--- src/rtl/wptr_full_ctrl.sv ---
// Write-side pointer and status logic for an asynchronous FIFO: Gray write pointer,
// full/almost-full/level derived from the synchronized read pointer, sticky overflow.
module wptr_full_ctrl #(
    parameter int ADDR_WIDTH   = 4,
    parameter int AFULL_THRESH = 14
) (
    input  logic                  clk,
    input  logic                  rst,
    input  logic                  winc,
    input  logic [ADDR_WIDTH:0]   wq2_rptr,
    input  logic                  clr_ovf,
    output logic [ADDR_WIDTH:0]   wptr,
    output logic [ADDR_WIDTH-1:0] waddr,
    output logic                  wen,
    output logic                  wfull,
    output logic                  walmost_full,
    output logic [ADDR_WIDTH:0]   wlevel,
    output logic                  woverflow
);

    localparam int PW = ADDR_WIDTH + 1;

    logic [PW-1:0] r_wbin;
    logic [PW-1:0] r_wptr;
    logic          r_wfull;
    logic          r_walmost_full;
    logic [PW-1:0] r_wlevel;
    logic          r_woverflow;

    logic          w_inc;
    logic [PW-1:0] w_wbin_next;
    logic [PW-1:0] w_wgray_next;
    logic [PW-1:0] w_rbin;
    logic [PW-1:0] w_level_next;
    logic          w_full_next;

    assign w_inc        = winc & ~r_wfull;
    assign w_wbin_next  = r_wbin + {{(PW-1){1'b0}}, w_inc};
    assign w_wgray_next = (w_wbin_next >> 1) ^ w_wbin_next;

    // Gray to binary: bit i is the XOR of all bits at or above i.
    always_comb begin
        w_rbin = '0;
        for (int unsigned i = 0; i < PW; i++) begin
            w_rbin[i] = ^(wq2_rptr >> i);
        end
    end

    assign w_level_next = w_wbin_next - w_rbin;
    // Full when the next write pointer is exactly one lap ahead of the read pointer.
    assign w_full_next  = (w_wgray_next == {~wq2_rptr[PW-1:PW-2], wq2_rptr[PW-3:0]});

    always_ff @(posedge clk or posedge rst) begin
        if (rst) begin
            r_wbin         <= '0;
            r_wptr         <= '0;
            r_wfull        <= 1'b0;
            r_walmost_full <= 1'b0;
            r_wlevel       <= '0;
            r_woverflow    <= 1'b0;
        end else begin
            r_wbin         <= w_wbin_next;
            r_wptr         <= w_wgray_next;
            r_wfull        <= w_full_next;
            r_walmost_full <= int'(w_level_next) >= AFULL_THRESH;
            r_wlevel       <= w_level_next;
            if (winc && r_wfull) begin
                r_woverflow <= 1'b1;
            end else if (clr_ovf) begin
                r_woverflow <= 1'b0;
            end
        end
    end

    assign wptr         = r_wptr;
    assign waddr        = r_wbin[ADDR_WIDTH-1:0];
    assign wen          = w_inc & ~rst;
    assign wfull        = r_wfull;
    assign walmost_full = r_walmost_full;
    assign wlevel       = r_wlevel;
    assign woverflow    = r_woverflow;

endmodule

--- config.mk ---
export PLATFORM = sky130hd
export DESIGN_NAME = wptr_full_ctrl
export DESIGN_NICKNAME = d
export VERILOG_FILES = /design/src/rtl/wptr_full_ctrl.sv
export SDC_FILE = /design/constraint.sdc
export NUM_CORES = 1
export LEC_CHECK = 0
export CORE_ASPECT_RATIO = 1.4
export CORE_MARGIN = 2
export CORE_UTILIZATION = 30
export DETAILED_ROUTE_END_ITERATION = 16
export SYNTH_ARGS = -nofsm -noshare
export SYNTH_HDL_FRONTEND = slang
export SYNTH_SLANG_ARGS = --single-unit
export TNS_END_PERCENT = 10
--- constraint.sdc ---
create_clock -name clk -period 6.45 [get_ports clk]
set_input_delay 1.29 -clock clk [delete_from_list [all_inputs] [get_ports clk]]
set_output_delay 1.29 -clock clk [all_outputs]
set_load 0.01 [all_outputs]
==> results.ini <==
[outcome]
outcome = completed

[final_layout]
syn2layout_area_growth_pct = 38.8
multi_input_area_um2 = 443
seqCellArea_um2 = 425
layout.cells.most_common_list = clkdlybuf4s50_1 (26), dfrtp_1 (17), inv_1 (10), xnor2_1 (10), xor2_1 (9)
insertedDiodeCount = 0
layout_commonest_cell = clkdlybuf4s50_1
fill_cells = 296
drive_above_1_share_pct = 3.67
nNetsFinal = 125

[global_route]
grt_overflow = 0
antenna_found_initial = 0
grt_util_all_layers_pct = 11.7
grt_pass1_vias = 642
grt_pass1_wl_um = 3010
grt_max_degree = 19

[die]
die_x_um = 50.4
die_h_um = 69.0
core_area_um2 = 2880
rows = 23
pin_count = 27
start_util_pct = 31.5
die_area_um2 = 3480

[worst_setup_path]
critPathRequiredTime_ns = 5.16
worstSetupPathType = input port to primary output
worstPathArrival_ns = 2.94
cp_top_family = buffers and inverters
cp_slowest_cell = clkdlybuf4s50_1
crit_chain = clkdlybuf4s50_1 > inv_1 > and2_1 > clkdlybuf4s50_1
path_buf_inv = 3
crit_path_max_fanout = 18
start_kind = input port
endpoint_kind = primary output
slowest_delay_ns = 0.53
crit_top_cell = clkdlybuf4s50_1

[logic_synthesis]
synth_mux_area_share_pct = 0
synth_top_family_by_area = XOR/XNOR gates
synthCells = 79
synth_xor_area_share_pct = 23.3
synth_top_area_share_pct = 47.0
syn-num-nets = 94
avgSynthCellArea_um2 = 11.5
synth_compound_area_share_pct = 7.46
ys_top_cells_by_area = dfrtp_1 (47%), xnor2_1 (9.7%), xor2_1 (8.7%)
yosysWarnings = 0
synth_area_um2 = 906
synth.distinct_cells = 20
synth-simple-area-share_pct = 8.98
synth_area_leader_cell = dfrtp_1
ys_seq_area_share_pct = 47.0
synth-adder-area-share_pct = 9.12
ys_seq_elements = 17

[cts]
cts.path.max_buffers = 2
cts_buffers = 3
tritoncts = done
cts_num_sinks = 17
root_buffer = clkbuf_8
post-cts-setup-buffers = 0
clkTransAtPathRegs_ns = 0.06
clk_latency_ns = 0.25
h-tree-depth = 1
cts_resized = 0
cts_hold_buf = 0

[timing]
slew_viol_final = 0
hold_viol = 0
worstMarginPinSlew_ns = 0.673
fmax_ghz = 0.237
fin_crit_ns = 4.23
fin_crit_sh_pct = 65.5
clock_skew_ns = 0.00398
rsz0062_at_grt = false
tns_ns = 0
setup_violations = 0
timing.slew.headroom_pct = 55.1

[detailed_routing]
num_vias = 645
wl_per_cell_um = 12.1
ant_nets = 0
route.detailed.drc = 0
viasPerCell = 4.42
wl_um = 1770
firstDrtPassIters = 4
drt_iter0_markers = 5

[power_and_ir_drop]
powerDensity_nw_per_um2 = 567
cellLeakagePower_uw = 0.000557
ir_drop_v = 0.000225
finalPower_uw = 712

[placement]
routabilityCongestion = 0.823
io_buffers = 26
dp.final_hpwl_um = 1470

[job]
cap_violations = 0

[worst_hold_path]
min_path_type = flip-flop to flip-flop

-- registers in the layout (all words and copies together) (netlist names) --
signal,flops
walmost_full,1
r_wbin,5
wfull,1
wptr,4
woverflow,1
wlevel,5
-- cells in the mapped netlist --
cell type,n
o211ai_1,2
nor3_1,1
and2_1,1
nand3_1,4
fa_1,1
nand2_1,5
xor2_1,9
nor2b_1,2
dfrtp_1,17
xnor2_1,10
or2_1,1
a21boi_1,1
a21oi_1,1
xnor3_1,2
a221oi_2,1
ha_1,5
o21ai_0,3
or3_1,2
a311o_1,1
inv_1,10
-- cell families (layout without fill, tap and decap cells) --
group | Yosys count | in the layout
xor gates and xnor gates | 21 | 21
DFF | 17 | 17
adders and majority gates | 6 | 6
and+or+nand+nor | 16 | 16
AOI/OAI and AO/OA | 9 | 9
buffers and inverters | 10 | 40
-- through the flow --
step           hold WS (ns)  setup WS (ns)  area [um2]  utilization, %  cells
5_1_grt               0.544           2.06        1260            43.7    146
3_5_place_dp          0.502           2.15        1210            42.1    142
4_1_cts               0.523           2.16        1260            43.7    146
3_3_place_gp          0.498           2.22        1210            42.1    142
6_report              0.517           2.22        1260            43.7    146
2_1_floorplan         0.526           3.01         906               -     79
-- routing by layer --
| layer | global-route usage, % | routed length [um] | up-vias |
|---|---|---|---|
| li1 | - | - | 320 |
| met1 | 13.5 | 678 | 302 |
| met2 | 19.2 | 963 | 17 |
| met3 | 1.52 | 59 | 6 |
| met4 | 8.41 | 69 | 0 |
| met5 | 0 | 0 | - |
-- cell type report --
| class | instances | share of cell area (%) |
|---|---|---|
| Multi-Input combinational cell | 52 | 35.2 |
| Sequential cell | 17 | 33.8 |
| Timing Repair Buffer | 26 | 20.7 |
| Tap cell | 37 | 3.68 |
| Clock buffer | 4 | 3.58 |
| Inverter | 10 | 2.99 |
-- tightest hold or removal path, delay by kind of cell (launching register included) --
kind               cells  cell delay, ns
DFF                    1            0.37
AOI/OAI and AO/OA      1            0.06
and+or+nand+nor        1            0.05
-- power breakdown --
part / switching, uW / internal, uW / leakage (uW)
Combinational: 213 / 227 / 0.000330
Clock: 33.7 / 43.7 / 0.0000228
Sequential: 29.1 / 165 / 0.000204
Total: 276 / 437 / 0.000557
-- path summary, 6_finish.rpt --
path | slack [ns] | end | cells past startpoint | start
setup / recovery | 2.22 | wen | 4 | rst
hold / removal | 0.52 | woverflow | 2 | wfull
setup reg to reg | 3.86 | walmost_full | 9 | wfull
hold reg to reg | 0.52 | woverflow | 2 | wfull
max in group asynchronous | 4.58 | r_wbin[4] | 2 | rst
min in group asynchronous | 1.44 | woverflow | 2 | rst
Note: power is estimated with default switching activity, not from simulation.
